===== src/rtl/scr_stack_ctrl_pkg.sv =====
// -----------------------------------------------------------------------------
// scr_stack_pkg
// Shared types and constants for the scratch-RAM stack sequencer:
//   op_t    - one-shot memory operation codes presented on OP
//   state_t - sequencer states (IDLE -> ACCESS -> FIN)
//   SCR_AW / SCR_DW / REG_W - scratch address, scratch data and register widths
// Helper functions classify the stack-growing and stack-shrinking operations.
// -----------------------------------------------------------------------------
package scr_stack_pkg;

    localparam int SCR_AW = 8;
    localparam int SCR_DW = 10;
    localparam int REG_W  = 8;

    typedef enum logic [2:0] {
        NOP  = 3'd0,
        PUSH = 3'd1,
        POP  = 3'd2,
        CALL = 3'd3,
        RET  = 3'd4,
        ST   = 3'd5,
        LD   = 3'd6,
        WSP  = 3'd7
    } op_t;

    typedef enum logic [1:0] {
        IDLE   = 2'd0,
        ACCESS = 2'd1,
        FIN    = 2'd2
    } state_t;

    // Operations that grow the stack (write at SP-1, SP decrements).
    function automatic logic is_push_op(input op_t op);
        return (op == PUSH) || (op == CALL);
    endfunction

    // Operations that shrink the stack (read at SP, SP increments).
    function automatic logic is_pop_op(input op_t op);
        return (op == POP) || (op == RET);
    endfunction

endpackage


===== src/rtl/scr_stack_ctrl_if.sv =====
// -----------------------------------------------------------------------------
// scr_stack_ctrl_if
// Bundles the request side (control unit / register file) and the scratch-RAM
// side of the stack sequencer.
//   slave  : the sequencer itself (takes requests and RAM read data, drives
//            RAM address/data/write-enable and the result/status signals)
//   master : the environment (control unit plus scratch RAM)
// -----------------------------------------------------------------------------
interface scr_stack_ctrl_if;

    scr_stack_pkg::op_t                        OP;
    logic                                      OP_VALID;
    logic [scr_stack_pkg::REG_W-1:0]           DX;
    logic [scr_stack_pkg::REG_W-1:0]           DY;
    logic [scr_stack_pkg::SCR_AW-1:0]          IMM_ADDR;
    logic                                      USE_IMM;
    logic [scr_stack_pkg::SCR_DW-1:0]          PC_NEXT;
    logic [scr_stack_pkg::SCR_DW-1:0]          SCR_DATA_OUT;
    logic [scr_stack_pkg::SCR_AW-1:0]          SCR_ADDR;
    logic [scr_stack_pkg::SCR_DW-1:0]          SCR_DATA_IN;
    logic                                      SCR_WE;
    logic [scr_stack_pkg::REG_W-1:0]           LD_DATA;
    logic [scr_stack_pkg::SCR_DW-1:0]          RET_ADDR;
    logic                                      DONE;
    logic                                      ERR;
    logic                                      BUSY;
    logic [scr_stack_pkg::REG_W-1:0]           SP;

    modport slave (
        input  OP, OP_VALID, DX, DY, IMM_ADDR, USE_IMM, PC_NEXT, SCR_DATA_OUT,
        output SCR_ADDR, SCR_DATA_IN, SCR_WE, LD_DATA, RET_ADDR, DONE, ERR, BUSY, SP
    );

    modport master (
        output OP, OP_VALID, DX, DY, IMM_ADDR, USE_IMM, PC_NEXT, SCR_DATA_OUT,
        input  SCR_ADDR, SCR_DATA_IN, SCR_WE, LD_DATA, RET_ADDR, DONE, ERR, BUSY, SP
    );

endinterface


===== src/rtl/scr_stack_ctrl_sp_unit.sv =====
// -----------------------------------------------------------------------------
// sp_unit
// Stack pointer register plus occupancy (depth) counter.
//   clk, rst  : clock, synchronous active-high reset (SP <= SP_RESET, depth <= 0)
//   push      : SP <= SP-1, depth+1 (suppressed when full)
//   pop       : SP <= SP+1, depth-1 (suppressed when empty)
//   load      : SP <= load_val, depth <= 0 (highest priority after reset)
//   sp        : current stack pointer
//   full/empty: depth == STACK_DEPTH / depth == 0
// SP arithmetic wraps modulo 256.
// -----------------------------------------------------------------------------
module sp_unit
    import scr_stack_pkg::*;
#(
    parameter int               STACK_DEPTH = 32,
    parameter logic [REG_W-1:0] SP_RESET    = 8'h00
) (
    input  logic             clk,
    input  logic             rst,
    input  logic             push,
    input  logic             pop,
    input  logic             load,
    input  logic [REG_W-1:0] load_val,
    output logic [REG_W-1:0] sp,
    output logic             full,
    output logic             empty
);

    localparam int                 DEPTH_W    = $clog2(STACK_DEPTH + 1);
    localparam logic [DEPTH_W-1:0] DEPTH_ONE  = DEPTH_W'(1);
    localparam logic [DEPTH_W-1:0] DEPTH_FULL = DEPTH_W'(STACK_DEPTH);

    logic [REG_W-1:0]   sp_r;
    logic [DEPTH_W-1:0] depth_r;
    logic               full_s;
    logic               empty_s;

    assign full_s  = (depth_r >= DEPTH_FULL);
    assign empty_s = (depth_r == {DEPTH_W{1'b0}});

    // SP and depth update; overflow/underflow requests leave both untouched.
    always_ff @(posedge clk) begin
        if (rst) begin
            sp_r    <= SP_RESET;
            depth_r <= {DEPTH_W{1'b0}};
        end else if (load) begin
            sp_r    <= load_val;
            depth_r <= {DEPTH_W{1'b0}};
        end else if (push && !full_s) begin
            sp_r    <= sp_r - 8'd1;
            depth_r <= depth_r + DEPTH_ONE;
        end else if (pop && !empty_s) begin
            sp_r    <= sp_r + 8'd1;
            depth_r <= depth_r - DEPTH_ONE;
        end else begin
            sp_r    <= sp_r;
            depth_r <= depth_r;
        end
    end

    assign sp    = sp_r;
    assign full  = full_s;
    assign empty = empty_s;

endmodule


===== src/rtl/scr_stack_ctrl.sv =====
// -----------------------------------------------------------------------------
// scr_stack_ctrl
// Sequencer between the register file / control unit and the scratch RAM.
// Each accepted op runs IDLE -> ACCESS -> FIN: RAM address/data/write-enable
// are registered at the accept edge so they are stable for the whole ACCESS
// cycle; the RAM write and read-data capture happen at the end of ACCESS, and
// DONE/ERR are presented for one cycle in FIN.
// Ports:
//   CLK  - system clock, rising edge
//   RST  - synchronous reset, active-high
//   bus  - scr_stack_ctrl_if.slave: request inputs (OP, OP_VALID, DX, DY,
//          IMM_ADDR, USE_IMM, PC_NEXT), RAM side (SCR_ADDR, SCR_DATA_IN,
//          SCR_WE, SCR_DATA_OUT), results (LD_DATA, RET_ADDR, DONE, ERR),
//          status (BUSY, SP)
// -----------------------------------------------------------------------------
module scr_stack_ctrl
    import scr_stack_pkg::*;
#(
    parameter int               STACK_DEPTH = 32,
    parameter logic [REG_W-1:0] SP_RESET    = 8'h00
) (
    input  logic             CLK,
    input  logic             RST,
    scr_stack_ctrl_if.slave  bus
);

    state_t              state_r;
    state_t              state_nxt_s;
    op_t                 op_r;
    logic [REG_W-1:0]    dx_r;

    logic [SCR_AW-1:0]   scr_addr_r;
    logic [SCR_DW-1:0]   scr_din_r;
    logic                scr_we_r;
    logic [REG_W-1:0]    ld_data_r;
    logic [SCR_DW-1:0]   ret_addr_r;
    logic                done_r;
    logic                err_r;

    logic                accept_s;
    logic [SCR_AW-1:0]   addr_sel_s;
    logic [SCR_AW-1:0]   scr_addr_nxt_s;
    logic [SCR_DW-1:0]   scr_din_nxt_s;
    logic                scr_we_nxt_s;
    logic                sp_push_s;
    logic                sp_pop_s;
    logic                sp_load_s;
    logic                cap_ld_s;
    logic                cap_ret_s;
    logic                err_nxt_s;
    logic                done_nxt_s;

    logic [REG_W-1:0]    sp_s;
    logic                full_s;
    logic                empty_s;

    assign accept_s   = bus.OP_VALID && (bus.OP != NOP);
    assign addr_sel_s = bus.USE_IMM ? bus.IMM_ADDR : bus.DY;

    sp_unit #(
        .STACK_DEPTH (STACK_DEPTH),
        .SP_RESET    (SP_RESET)
    ) u_sp_unit (
        .clk      (CLK),
        .rst      (RST),
        .push     (sp_push_s),
        .pop      (sp_pop_s),
        .load     (sp_load_s),
        .load_val (dx_r),
        .sp       (sp_s),
        .full     (full_s),
        .empty    (empty_s)
    );

    // FSM state register.
    always_ff @(posedge CLK) begin
        if (RST) begin
            state_r <= IDLE;
        end else begin
            state_r <= state_nxt_s;
        end
    end

    // FSM next-state logic; requests outside IDLE are dropped, not queued.
    always_comb begin
        state_nxt_s = IDLE;
        case (state_r)
            IDLE: begin
                if (accept_s) begin
                    state_nxt_s = ACCESS;
                end else begin
                    state_nxt_s = IDLE;
                end
            end
            ACCESS:  state_nxt_s = FIN;
            FIN:     state_nxt_s = IDLE;
            default: state_nxt_s = IDLE;
        endcase
    end

    // FSM output decode: RAM drive values for the coming ACCESS cycle, and
    // SP/capture/status strobes taking effect at the end of ACCESS.
    // SP and depth cannot change between accept and ACCESS, so the full/empty
    // decisions made here and in ACCESS agree.
    always_comb begin
        scr_addr_nxt_s = {SCR_AW{1'b0}};
        scr_din_nxt_s  = {SCR_DW{1'b0}};
        scr_we_nxt_s   = 1'b0;
        sp_push_s      = 1'b0;
        sp_pop_s       = 1'b0;
        sp_load_s      = 1'b0;
        cap_ld_s       = 1'b0;
        cap_ret_s      = 1'b0;
        err_nxt_s      = 1'b0;
        done_nxt_s     = 1'b0;
        case (state_r)
            IDLE: begin
                if (accept_s) begin
                    case (bus.OP)
                        PUSH: begin
                            scr_addr_nxt_s = sp_s - 8'd1;
                            scr_din_nxt_s  = {2'b00, bus.DX};
                            scr_we_nxt_s   = !full_s;
                        end
                        CALL: begin
                            scr_addr_nxt_s = sp_s - 8'd1;
                            scr_din_nxt_s  = bus.PC_NEXT;
                            scr_we_nxt_s   = !full_s;
                        end
                        POP, RET: begin
                            scr_addr_nxt_s = sp_s;
                        end
                        ST: begin
                            scr_addr_nxt_s = addr_sel_s;
                            scr_din_nxt_s  = {2'b00, bus.DX};
                            scr_we_nxt_s   = 1'b1;
                        end
                        LD: begin
                            scr_addr_nxt_s = addr_sel_s;
                        end
                        default: begin
                            scr_addr_nxt_s = {SCR_AW{1'b0}};
                        end
                    endcase
                end else begin
                    scr_we_nxt_s = 1'b0;
                end
            end
            ACCESS: begin
                done_nxt_s = 1'b1;
                if (is_push_op(op_r)) begin
                    sp_push_s = !full_s;
                    err_nxt_s = full_s;
                end else if (is_pop_op(op_r)) begin
                    sp_pop_s  = !empty_s;
                    cap_ld_s  = (op_r == POP) && !empty_s;
                    cap_ret_s = (op_r == RET) && !empty_s;
                    err_nxt_s = empty_s;
                end else begin
                    cap_ld_s  = (op_r == LD);
                    sp_load_s = (op_r == WSP);
                end
            end
            default: begin
                done_nxt_s = 1'b0;
            end
        endcase
    end

    // Request latch, registered RAM drive, and result/status registers.
    always_ff @(posedge CLK) begin
        if (RST) begin
            op_r       <= NOP;
            dx_r       <= {REG_W{1'b0}};
            scr_addr_r <= {SCR_AW{1'b0}};
            scr_din_r  <= {SCR_DW{1'b0}};
            scr_we_r   <= 1'b0;
            ld_data_r  <= {REG_W{1'b0}};
            ret_addr_r <= {SCR_DW{1'b0}};
            done_r     <= 1'b0;
            err_r      <= 1'b0;
        end else begin
            if ((state_r == IDLE) && accept_s) begin
                op_r <= bus.OP;
                dx_r <= bus.DX;
            end
            scr_addr_r <= scr_addr_nxt_s;
            scr_din_r  <= scr_din_nxt_s;
            scr_we_r   <= scr_we_nxt_s;
            done_r     <= done_nxt_s;
            err_r      <= err_nxt_s;
            if (cap_ld_s) begin
                ld_data_r <= bus.SCR_DATA_OUT[REG_W-1:0];
            end
            if (cap_ret_s) begin
                ret_addr_r <= bus.SCR_DATA_OUT;
            end
        end
    end

    // Write enable is gated by reset so an op interrupted in ACCESS never writes.
    assign bus.SCR_WE      = scr_we_r & ~RST;
    assign bus.SCR_ADDR    = scr_addr_r;
    assign bus.SCR_DATA_IN = scr_din_r;
    assign bus.LD_DATA     = ld_data_r;
    assign bus.RET_ADDR    = ret_addr_r;
    assign bus.DONE        = done_r;
    assign bus.ERR         = err_r;
    assign bus.BUSY        = (state_r != IDLE);
    assign bus.SP          = sp_s;

endmodule


===== src/flat_wrapper.sv =====
// flat-port wrapper written by rule: the top's interface ports become plain ports
module scr_stack_ctrl_flat import scr_stack_pkg::*;
#(
    parameter int               STACK_DEPTH = 32,
    parameter logic [REG_W-1:0] SP_RESET    = 8'h00
)
  (CLK, RST, bus_OP, bus_OP_VALID, bus_DX, bus_DY, bus_IMM_ADDR, bus_USE_IMM, bus_PC_NEXT, bus_SCR_DATA_OUT, bus_SCR_ADDR, bus_SCR_DATA_IN, bus_SCR_WE, bus_LD_DATA, bus_RET_ADDR, bus_DONE, bus_ERR, bus_BUSY, bus_SP);
  scr_stack_ctrl_if bus_i ();
  input  logic CLK;
  input  logic RST;
  input wire logic [$bits(bus_i.OP)-1:0] bus_OP;
  input wire logic [$bits(bus_i.OP_VALID)-1:0] bus_OP_VALID;
  input wire logic [$bits(bus_i.DX)-1:0] bus_DX;
  input wire logic [$bits(bus_i.DY)-1:0] bus_DY;
  input wire logic [$bits(bus_i.IMM_ADDR)-1:0] bus_IMM_ADDR;
  input wire logic [$bits(bus_i.USE_IMM)-1:0] bus_USE_IMM;
  input wire logic [$bits(bus_i.PC_NEXT)-1:0] bus_PC_NEXT;
  input wire logic [$bits(bus_i.SCR_DATA_OUT)-1:0] bus_SCR_DATA_OUT;
  output wire logic [$bits(bus_i.SCR_ADDR)-1:0] bus_SCR_ADDR;
  output wire logic [$bits(bus_i.SCR_DATA_IN)-1:0] bus_SCR_DATA_IN;
  output wire logic [$bits(bus_i.SCR_WE)-1:0] bus_SCR_WE;
  output wire logic [$bits(bus_i.LD_DATA)-1:0] bus_LD_DATA;
  output wire logic [$bits(bus_i.RET_ADDR)-1:0] bus_RET_ADDR;
  output wire logic [$bits(bus_i.DONE)-1:0] bus_DONE;
  output wire logic [$bits(bus_i.ERR)-1:0] bus_ERR;
  output wire logic [$bits(bus_i.BUSY)-1:0] bus_BUSY;
  output wire logic [$bits(bus_i.SP)-1:0] bus_SP;
  assign bus_i.OP = bus_OP;
  assign bus_i.OP_VALID = bus_OP_VALID;
  assign bus_i.DX = bus_DX;
  assign bus_i.DY = bus_DY;
  assign bus_i.IMM_ADDR = bus_IMM_ADDR;
  assign bus_i.USE_IMM = bus_USE_IMM;
  assign bus_i.PC_NEXT = bus_PC_NEXT;
  assign bus_i.SCR_DATA_OUT = bus_SCR_DATA_OUT;
  assign bus_SCR_ADDR = bus_i.SCR_ADDR;
  assign bus_SCR_DATA_IN = bus_i.SCR_DATA_IN;
  assign bus_SCR_WE = bus_i.SCR_WE;
  assign bus_LD_DATA = bus_i.LD_DATA;
  assign bus_RET_ADDR = bus_i.RET_ADDR;
  assign bus_DONE = bus_i.DONE;
  assign bus_ERR = bus_i.ERR;
  assign bus_BUSY = bus_i.BUSY;
  assign bus_SP = bus_i.SP;
  scr_stack_ctrl #(.STACK_DEPTH(STACK_DEPTH), .SP_RESET(SP_RESET)) u_core (.CLK(CLK), .RST(RST), .bus(bus_i));
endmodule

===== config.mk =====
export PLATFORM = sky130hd
export DESIGN_NAME = scr_stack_ctrl_flat
export DESIGN_NICKNAME = d
export VERILOG_FILES = /design/src/rtl/scr_stack_ctrl_pkg.sv /design/src/rtl/scr_stack_ctrl_if.sv /design/src/rtl/scr_stack_ctrl_sp_unit.sv /design/src/rtl/scr_stack_ctrl.sv /design/src/flat_wrapper.sv
export SDC_FILE = /design/constraint.sdc
export NUM_CORES = 1
export LEC_CHECK = 0
export BUFFER_PORTS_ARGS = -buffer_cell sky130_fd_sc_hd__buf_2
export CORE_UTILIZATION = 55
export DETAILED_ROUTE_END_ITERATION = 12
export HOLD_SLACK_MARGIN = 0.1
export PLACE_DENSITY = 0.95
export RECOVER_POWER = 100
export SYNTH_ARGS = -nofsm -noshare
export SYNTH_HDL_FRONTEND = slang
export SYNTH_SLANG_ARGS = --single-unit

===== constraint.sdc =====
create_clock -name CLK -period 4.9 [get_ports CLK]
set_input_delay 1.225 -clock CLK [delete_from_list [all_inputs] [get_ports CLK]]
set_output_delay 1.225 -clock CLK [all_outputs]
set_load 0.01 [all_outputs]

==> impl_metrics.py <==
metrics = {
    "timing": {
        "max_slew_margin_pct": 35.48,
        "tightestPinTransition_ns": 0.9635,
        "fin_worst_skew_ns": 0.01184,
        "period_needed_ns": 3.285,
        "slew_violations": 0,
        "fin_crit_sh_pct": 67.05,
        "fmaxAchievable_mhz": 304.4,
        "setup_viol": 0,
        "rsz0062_at_grt": "no",
        "finalSetupTns_ns": 0,
        "final_hold_viol_count": 0,
        "fin_ws_ns": 1.615,
    },
    "critical_path": {
        "path_buf_inv": 2,
        "max_stage_delay_ns": 0.56,
        "crit_type": "in2out",
        "cp-start-kind": "input pin",
        "path_delay_family": "buffers and inverters",
        "critPathRequiredTime_ns": 3.67,
        "worstPathArrival_ns": 2.06,
        "path_cells": "buf_2 > nor2b_1 > clkbuf_1",
        "critPathMaxFanout": 45,
        "slowest_stage": "buf_2",
        "end_kind": "output port",
    },
    "layout": {
        "nFillCells": 478,
        "area_growth_pct": 19.61,
        "layout.nets": 500,
        "layout-drive-gt1-share_pct": 17.23,
        "mostFrequentLayoutCells": "66 x dfxtp_1, 63 x nor2_1, 50 x clkbuf_1",
        "antennaDiodeCount": 0,
        "mostFrequentLayoutCell": "dfxtp_1",
    },
    "clocking": {
        "clock_sinks": 66,
        "insertion_delay_ns": 0.35,
        "root_buffer": "clkbuf_8",
        "postCtsSetupBuffers": 0,
        "cts_buffer_depth": 2,
        "cts_hold_buf": 0,
        "cts-resized-gates": 0,
        "clkTransAtPathRegs_ns": 0.08,
        "cts_made_buffers": 9,
        "cts_tree": "yes",
        "cts.htree.levels": 3,
    },
    "synth": {
        "netlist_instances": 354,
        "async_reset_ff_share_pct": 0,
        "syn_nets": 412,
        "ys_top_cells_by_area": "dfxtp_1 41%, mux2i_1 11%, nor2_1 7.3%",
        "synth_top_area_share_pct": 41.41,
        "synth_flop_cell": "dfxtp_1",
        "yosysTopAreaCell": "dfxtp_1",
        "ys_seq_elements": 66,
        "ys_types": 56,
        "syn_avg_cell_area_um2": 9.013,
        "yosysSeqAreaShare_pct": 41.41,
        "synth-edff-count": 0,
        "yosys_warnings": 0,
        "synth_area_um2": 3191,
    },
    "global_route": {
        "grt_use_total_pct": 26.42,
        "grt_first_pass_wirelength_um": 12720,
        "grt_pass1_vias": 2786,
        "grt_start_max_net_pins": 46,
        "antenna_found_initial": 0,
        "overflow": 0,
    },
    "die": {
        "chipWidth_um": 78.17,
        "io_pins": 99,
        "num_rows": 27,
        "dieArea_um2": 6110,
        "floorplan.initialDensity_pct": 57.59,
        "die_h_um": 78.17,
        "core-area_um2": 5540,
    },
    "place": {
        "io_buffers": 98,
        "gp_congestion": 0.9019,
        "pre_cts_ws_ns": 1.603,
        "dp_hpwl_um": 5519,
    },
    "power_and_ir_drop": {
        "peakVddDrop_mv": 0.2242,
        "p_leak_nw": 1.610,
        "p_per_area_nw_per_um2": 332.5,
        "power_mw": 1.269,
    },
    "status": {
        "outcome": "completed",
    },
    "job": {
        "maxCapViolCount": 0,
    },
    "drt": {
        "dr.pass1.iters": 5,
        "first_iter_violations": 336,
        "wire_per_inst_um": 14.97,
        "drc": 0,
        "vias": 2974,
        "via_per_inst": 5.730,
        "totalWireLength_um": 7772,
        "drt.antenna.violating_nets": 0,
    },
    "worst_hold_path": {
        "worstHoldPathType": "reg2reg",
    },
}
## state kept, by name, indices dropped and copies added, names as in the netlist
| signal | cells |
|---|---|
| u_core.scr_we_r | 1 |
| u_core.bus.SCR_DATA_IN | 10 |
| u_core.bus.SCR_ADDR | 8 |
| u_core.bus.RET_ADDR | 10 |
| u_core.bus.LD_DATA | 8 |
| u_core.op_r | 3 |
| u_core.dx_r | 8 |
| u_core.bus.ERR | 1 |
| u_core.u_sp_unit.depth_r | 6 |
| u_core.bus.DONE | 1 |
| u_core.u_sp_unit.sp | 8 |
| u_core.state_r | 2 |
## area by class of cell
cell class              instances  area, µm²  area share [%]
multi-input cells             261       1734           45.44
flip-flops and latches         66       1321           34.62
repair buffers                 98      429.2           11.25
clock buffers                  10      127.6           3.344
clock inverters                 6      91.34           2.393
well taps                      72      90.09           2.361
inverters                       6      22.52          0.5902
## synthesized netlist by cell type (3+ instances only)
library cell  instances
dfxtp_1              66
nor2_1               62
mux2i_1              35
a21oi_1              26
clkbuf_1             15
nor2b_1              12
nand2_1              10
nand3_1               8
mux2_2                7
nor3_1                7
o21ai_0               7
a211oi_1              6
ha_1                  6
inv_1                 6
xnor2_1               6
xor2_1                6
buf_2                 5
nand2b_1              5
nor3b_1               4
a22oi_1               3
## power breakdown
group,total (mW),switching [mW],internal [mW]
registers,0.574,0.0204,0.553
logic,0.185,0.104,0.0809
clock network,0.510,0.223,0.287
## per-stage QoR
step                instances  hold WS, ns  cell area (µm²)  utilization, %
finish                    519       0.4697             3816           68.88
global route              519       0.4917             3816           68.88
CTS                       519       0.4713             3905           70.48
detailed placement        503       0.4562             3686           66.53
global placement          503       0.4506             3686           66.53
floorplan                 354       0.4312             3191               -
## worst min-delay path: stages (launching register included)
cell     delay, ns
dfxtp_1       0.32
nand2_1       0.05
a21oi_1       0.05
## cell families (layout without fill, tap and decap cells)
kind of cell / count (synthesis) / in the layout / synth area share, %
compound gates: 67 / 67 / 14.51
simple gates: 133 / 133 / 20.98
xor+xnor: 12 / 12 / 3.294
mux: 42 / 42 / 13.45
buf+inv: 27 / 120 / 3.372
flops: 66 / 66 / 41.41
fa+ha+maj: 7 / 7 / 2.980
## routing by layer
metal	part of all wire (%)	vias up	track usage, %
met2	49	173	45.88
met5	0	-	0
met1	40	1346	31.34
met4	2.9	0	12.59
li1	-	1428	-
met3	8.4	27	4.884
## path summary, 6_finish.rpt
kind / startpoint / end / slack, ns / depth (start not counted)
worst min-delay path: u_core.dx_r[1]$_SDFFE_PP0P_ / u_core.u_sp_unit.sp[1]$_SDFFE_PP0P_ / 0.47 / 2
worst max-delay path: RST / bus_SCR_WE / 1.61 / 3
worst max register to register: u_core.op_r[0]$_SDFFE_PP0P_ / u_core.u_sp_unit.depth_r[5]$_SDFFE_PP0P_ / 1.89 / 9
worst min register to register: u_core.dx_r[1]$_SDFFE_PP0P_ / u_core.u_sp_unit.sp[1]$_SDFFE_PP0P_ / 0.47 / 2
Note: power is estimated with default switching activity, not from simulation.
